File: config.mk
export PLATFORM = sky130hd
export DESIGN_NAME = time_keeper
export DESIGN_NICKNAME = d
export VERILOG_FILES = /design/src/rtl/alarm_clock_pkg.sv /design/src/rtl/bcd_mod_counter.sv /design/src/rtl/time_keeper.sv
export SDC_FILE = /design/constraint.sdc
export NUM_CORES = 1
export LEC_CHECK = 0
export BUFFER_PORTS_ARGS = -buffer_cell sky130_fd_sc_hd__buf_2
export CAP_MARGIN = 10
export CORE_MARGIN = 5
export CORE_UTILIZATION = 25
export CTS_CLUSTER_DIAMETER = 30
export DETAILED_ROUTE_END_ITERATION = 7
export GPL_ROUTABILITY_DRIVEN = 0
export REMOVE_ABC_BUFFERS = 1
export SLEW_MARGIN = 10
export SYNTH_ARGS = -nofsm -noshare
export SYNTH_HDL_FRONTEND = slang
export SYNTH_SLANG_ARGS = --single-unit
File: constraint.sdc
create_clock -name clk -period 6 [get_ports clk]
set_input_delay 0.9 -clock clk [delete_from_list [all_inputs] [get_ports clk]]
set_output_delay 0.9 -clock clk [all_outputs]
set_load 0.005 [all_outputs]
File: src/rtl/alarm_clock_pkg.sv
// rtl/alarm_clock_pkg.sv - shared state type, BCD limits and BCD increment helper for the alarm clock
package alarm_clock_pkg;

    typedef logic [7:0] bcd_t;

    typedef enum logic [1:0] {
        IDLE     = 2'd0,
        RINGING  = 2'd1,
        SNOOZING = 2'd2
    } alarm_state_e;

    localparam bcd_t BCD_MAX_MS = 8'h59;
    localparam bcd_t BCD_MAX_HH = 8'h23;

    // Two-digit BCD increment that wraps to 00 after max.
    function automatic bcd_t bcd_inc(input bcd_t v, input bcd_t max);
        if (v == max) begin
            return '0;
        end
        if (v[3:0] == 4'd9) begin
            return {v[7:4] + 4'd1, 4'd0};
        end
        return {v[7:4], v[3:0] + 4'd1};
    endfunction

endpackage

File: src/rtl/bcd_mod_counter.sv
// rtl/bcd_mod_counter.sv - two-digit BCD counter wrapping at MAX, with clear and wrap/carry output
module bcd_mod_counter
    import alarm_clock_pkg::*;
#(
    parameter bcd_t MAX = BCD_MAX_MS
) (
    input  logic clk,
    input  logic reset,
    input  logic inc_i,
    input  logic clr_i,
    output bcd_t count_o,
    output bcd_t next_o,
    output logic wrap_o
);

    bcd_t count_q;
    bcd_t count_d;

    always_comb begin
        count_d = count_q;
        if (clr_i) begin
            count_d = '0;
        end else if (inc_i) begin
            count_d = bcd_inc(count_q, MAX);
        end
    end

    always_ff @(posedge clk) begin
        if (reset) begin
            count_q <= '0;
        end else begin
            count_q <= count_d;
        end
    end

    // next_o lets the owner compare against the value about to be loaded.
    assign count_o = count_q;
    assign next_o  = count_d;
    assign wrap_o  = inc_i & ~clr_i & (count_q == MAX);

endmodule

File: src/rtl/time_keeper.sv
// rtl/time_keeper.sv - BCD 24h timekeeping, alarm register and ring FSM; SNOOZE_EN adds the snooze state
module time_keeper
    import alarm_clock_pkg::*;
#(
    parameter int RING_SECONDS   = 60,
    parameter int SNOOZE_SECONDS = 300
) (
    input  logic       clk,
    input  logic       reset,
    input  logic       sec_wave,
    input  logic       adj_time,
    input  logic       adj_alarm,
    input  logic       inc_min,
    input  logic       inc_hour,
    input  logic       alarm_en,
    input  logic       alarm_ack,
    input  logic       snooze,
    output logic [7:0] time_hh,
    output logic [7:0] time_mm,
    output logic [7:0] time_ss,
    output logic [7:0] disp_hh,
    output logic [7:0] disp_mm,
    output logic       alarm_ring
);

    localparam logic [5:0] RING_LAST = 6'(RING_SECONDS - 1);

    logic sec_wave_q;
    logic tick_q;
    logic run_tick;
    logic edit_alarm;
    logic match;

    bcd_t ss_q, mm_q, hh_q, al_mm_q, al_hh_q;
    bcd_t ss_next, mm_next, hh_next;
    logic ss_wrap, mm_wrap;
    logic unused_hh_wrap, unused_al_mm_wrap, unused_al_hh_wrap;
    bcd_t unused_al_mm_next, unused_al_hh_next;

    alarm_state_e state_q;
    logic [5:0]   ring_cnt_q;
    logic         alarm_ring_q;

    // Loading sec_wave during reset prevents a false edge on release.
    always_ff @(posedge clk) begin
        if (reset) begin
            sec_wave_q <= sec_wave;
            tick_q     <= 1'b0;
        end else begin
            sec_wave_q <= sec_wave;
            tick_q     <= sec_wave & ~sec_wave_q;
        end
    end

    assign run_tick   = tick_q & ~adj_time;
    assign edit_alarm = adj_alarm & ~adj_time;

    bcd_mod_counter #(.MAX(BCD_MAX_MS)) u_ss (
        .clk(clk), .reset(reset),
        .inc_i(run_tick), .clr_i(adj_time & inc_min),
        .count_o(ss_q), .next_o(ss_next), .wrap_o(ss_wrap)
    );

    bcd_mod_counter #(.MAX(BCD_MAX_MS)) u_mm (
        .clk(clk), .reset(reset),
        .inc_i((run_tick & ss_wrap) | (adj_time & inc_min)), .clr_i(1'b0),
        .count_o(mm_q), .next_o(mm_next), .wrap_o(mm_wrap)
    );

    // mm_wrap only carries while counting; a manual minute wrap never touches hours.
    bcd_mod_counter #(.MAX(BCD_MAX_HH)) u_hh (
        .clk(clk), .reset(reset),
        .inc_i((run_tick & mm_wrap) | (adj_time & inc_hour)), .clr_i(1'b0),
        .count_o(hh_q), .next_o(hh_next), .wrap_o(unused_hh_wrap)
    );

    bcd_mod_counter #(.MAX(BCD_MAX_MS)) u_al_mm (
        .clk(clk), .reset(reset),
        .inc_i(edit_alarm & inc_min), .clr_i(1'b0),
        .count_o(al_mm_q), .next_o(unused_al_mm_next), .wrap_o(unused_al_mm_wrap)
    );

    bcd_mod_counter #(.MAX(BCD_MAX_HH)) u_al_hh (
        .clk(clk), .reset(reset),
        .inc_i(edit_alarm & inc_hour), .clr_i(1'b0),
        .count_o(al_hh_q), .next_o(unused_al_hh_next), .wrap_o(unused_al_hh_wrap)
    );

    assign match = run_tick & alarm_en & (hh_next == al_hh_q) &
                   (mm_next == al_mm_q) & (ss_next == 8'h00);

`ifdef SNOOZE_EN
    localparam logic [8:0] SNOOZE_LAST = 9'(SNOOZE_SECONDS - 1);
    logic [8:0] snooze_cnt_q;
`else
    logic unused_snooze;
    assign unused_snooze = snooze | (SNOOZE_SECONDS == 0);
`endif

    // Ack/disable beat timeout, timeout beats snooze; counters run on raw ticks even in adj_time.
    always_ff @(posedge clk) begin
        if (reset) begin
            state_q      <= IDLE;
            ring_cnt_q   <= '0;
            alarm_ring_q <= 1'b0;
`ifdef SNOOZE_EN
            snooze_cnt_q <= '0;
`endif
        end else begin
            case (state_q)
                IDLE: begin
                    if (match) begin
                        state_q      <= RINGING;
                        ring_cnt_q   <= '0;
                        alarm_ring_q <= 1'b1;
                    end
                end
                RINGING: begin
                    if (alarm_ack || !alarm_en) begin
                        state_q      <= IDLE;
                        alarm_ring_q <= 1'b0;
                    end else if (tick_q && ring_cnt_q == RING_LAST) begin
                        state_q      <= IDLE;
                        alarm_ring_q <= 1'b0;
`ifdef SNOOZE_EN
                    end else if (snooze) begin
                        state_q      <= SNOOZING;
                        snooze_cnt_q <= '0;
                        alarm_ring_q <= 1'b0;
`endif
                    end else if (tick_q) begin
                        ring_cnt_q <= ring_cnt_q + 6'd1;
                    end
                end
`ifdef SNOOZE_EN
                SNOOZING: begin
                    if (alarm_ack || !alarm_en) begin
                        state_q <= IDLE;
                    end else if (tick_q && snooze_cnt_q == SNOOZE_LAST) begin
                        state_q      <= RINGING;
                        ring_cnt_q   <= '0;
                        alarm_ring_q <= 1'b1;
                    end else if (tick_q) begin
                        snooze_cnt_q <= snooze_cnt_q + 9'd1;
                    end
                end
`endif
                default: begin
                    state_q      <= IDLE;
                    alarm_ring_q <= 1'b0;
                end
            endcase
        end
    end

    assign time_hh    = hh_q;
    assign time_mm    = mm_q;
    assign time_ss    = ss_q;
    assign disp_hh    = edit_alarm ? al_hh_q : hh_q;
    assign disp_mm    = edit_alarm ? al_mm_q : mm_q;
    assign alarm_ring = alarm_ring_q;

endmodule

==> metrics.txt <==
status=finished, final reports clean; Die W=130 um; clock buffer depth=2; pre-CTS setup slack=2.42 ns; Setup WS post-layout=about 2.6 ns; final wirelength=just over 10 mm; CTS Root Cell=clkbuf_16; PortBufs=49; Initial Util=25.8%; initial DRC count=about 300; Adder-Cell Fraction of Synth Area=7.29%; post-CTS setup buffer count=0; post-synthesis mux area share=1.18%; Ys Warns=0; CTS Buf Count=5; Worst setup SP type=flop; Post-synth top flop=dfxtp_1; CTS Hold Bufs=0; total track usage=12.1%; pin count of the biggest net entering global routing=51; Simple-Gate Fraction of Synth Area=33.4%; crit path max fanout=11; post-synthesis sequential area ratio=27.2%; setup_tns=0 ns; routed via count=3479; critical path class=reg -> reg; Syn Area/Cell=around 7.6 sq um; ant diodes=0; DP HPWL=roughly 7.5 mm; WP data arrival=3.55 ns; boundary pin count=51; DRC=0; Yosys reg bits=49; peak supply drop=between 0.0001 and 0.00015 V; CTS Sinks=49; TritonCTS clock tree=built; RSZ-0062 raised after global routing=false; Synth Area in Compound Gates=19.9%; first-pass GRT wire length=~17 mm; Post-synth EDFFs=0; Critical Path Sink Type=flop; PD cells=168 nW/um^2; Hold Fails Final Rpt=0; CTS resizes=0; Max-Cap Viols=0; most frequent cells in the layout=nand2_1 (63), dfxtp_1 (49), buf_2 (49), nor2_1 (45), a21oi_1 (35); count of final max-slew check failures=0; Fmax=297 MHz; Layout area overhead=13.4%; H-tree depth=2; worst rel slew slack=43.8%; asr flop ratio synth=0%; hold crit path type=reg -> reg; Die Ht=130 um; Detailed Routing Iterations Pass 1=5; core area=14000 sq um; layout cells sized above 1=14.5%; fillcell total=1529; Synth cell types=69; clock skew=0.00643 ns; WL/cell=14.9 um; most common cell after layout, fill and taps aside=nand2_1; fin crit share=56.1%; # setup viols final=0; die area=16900 sq um; final antenna-violating net count=0; Nets=between 500 and 600; register area=~1000 sq um; Multi-input gate area=roughly 2400 sq um; vias in the first global route=3291; DR vias/cell=5.09; post-route minimum period=3.36 ns; Slew @ Worst Pin=0.837 ns; initial antenna violation count=0; GRT overflow=0; P_leak=1.63 nW; Clk Latency, worst-skew pair=0.29 ns; Clock Pin Slew Worst Setup and Hold Paths=~0.07 ns; main combinational cell family by area after synthesis=simple AND/OR/NAND/NOR gates; Synth Area in XOR/XNOR=5.11%; Data required, critical path=around 6 ns; Synth Cell Area=3600 sq um; Syn Inst Count=around 480; row count=43
through the flow:
stage                     hold WS (ns)  total power, mW  cell area, sq um  instances  util, %
after floorplan                  0.371            0.379              3460        445        -
after global placement           0.380            0.405              3940        676     28.2
after detailed placement         0.390            0.407              3940        676     28.2
after CTS                        0.402            0.695              4090        684     29.2
after global routing             0.419            0.715              4090        684     29.2
final                            0.395            0.685              4090        684     29.2
final timing paths:
path / cells after the start / slack, ns / startpoint / to
worst min-delay path: 1 / 0.39 / sec_wave_q / tick_q
worst max-delay path: 9 / 2.64 / u_hh.count_o[0] / ring_cnt_q[3]
worst max register to register: 9 / 2.64 / u_hh.count_o[0] / ring_cnt_q[3]
worst min register to register: 1 / 0.39 / sec_wave_q / tick_q
area by class of cell:
cell class                 count  area share (%)
clock inverter                 2           0.337
sequential                    49            24.0
timing repair buffer          51            6.37
tap                          180            5.51
inverter                      18            1.65
clock buffer                   6            3.15
multi-input combinational    378            59.0
where the power goes:
group,total [mW],switching [mW],internal (mW)
Sequential,0.339,0.00934,0.329
Clock,0.286,0.130,0.156
Combinational,0.0602,0.0383,0.0219
cell families (layout without fill, tap and decap cells):
group / Yosys count / count (layout)
flops: 49 / 49
buf+inv: 48 / 77
simple gates: 230 / 230
xor+xnor: 21 / 21
mux: 3 / 3
fa+ha+maj: 21 / 21
compound gates: 103 / 103
Yosys cell counts (5+ instances only):
cell type | instances | area (sq um)
xor2_1 | 8 | 70.1
nand4_1 | 9 | 56.3
clkbuf_1 | 19 | 71.3
buf_4 | 5 | 37.5
nor3b_1 | 8 | 60.1
and3_1 | 6 | 37.5
or3_1 | 5 | 31.3
nand2_1 | 63 | 236
nor2_1 | 45 | 169
dfxtp_1 | 49 | 981
o21ai_0 | 16 | 80.1
nor3_1 | 22 | 110
ha_1 | 21 | 263
nor4_1 | 5 | 31.3
inv_1 | 18 | 67.6
nor2b_1 | 10 | 62.6
a21oi_1 | 35 | 175
and3b_1 | 5 | 43.8
nand2b_1 | 12 | 75.1
and2_1 | 5 | 31.3
xnor2_1 | 13 | 114
nand3b_1 | 7 | 52.6
nand3_1 | 13 | 65.1
critical path, cell delays in order (launching register included):
cell and delay, ns:
dfxtp_1 0.54, ha_1 0.29, nand4bb_1 0.13, o31ai_2 0.69, o211ai_1 0.19, a311oi_1 0.27, nand4_1 0.15, nor4_1 0.34
nand4_2 0.32, a211o_1 0.34
sequential cells by signal, indices dropped and copies added (netlist names):
register	flops
tick_q	1
alarm_ring	1
u_mm.count_o	8
u_hh.count_o	8
u_al_hh.count_o	8
ring_cnt_q	6
u_al_mm.count_o	8
u_ss.count_o	8
sec_wave_q	1
layer usage:
metal  GRT usage, %  vias to the layer above  wire length [um]
li1               -                     1740                 -
met1           15.6                     1641              4710
met2           20.5                       87              4890
met4           3.48                        0               127
met5              0                        -                 0
met3           2.33                       11               475
Power figures use the tool's default switching activity.
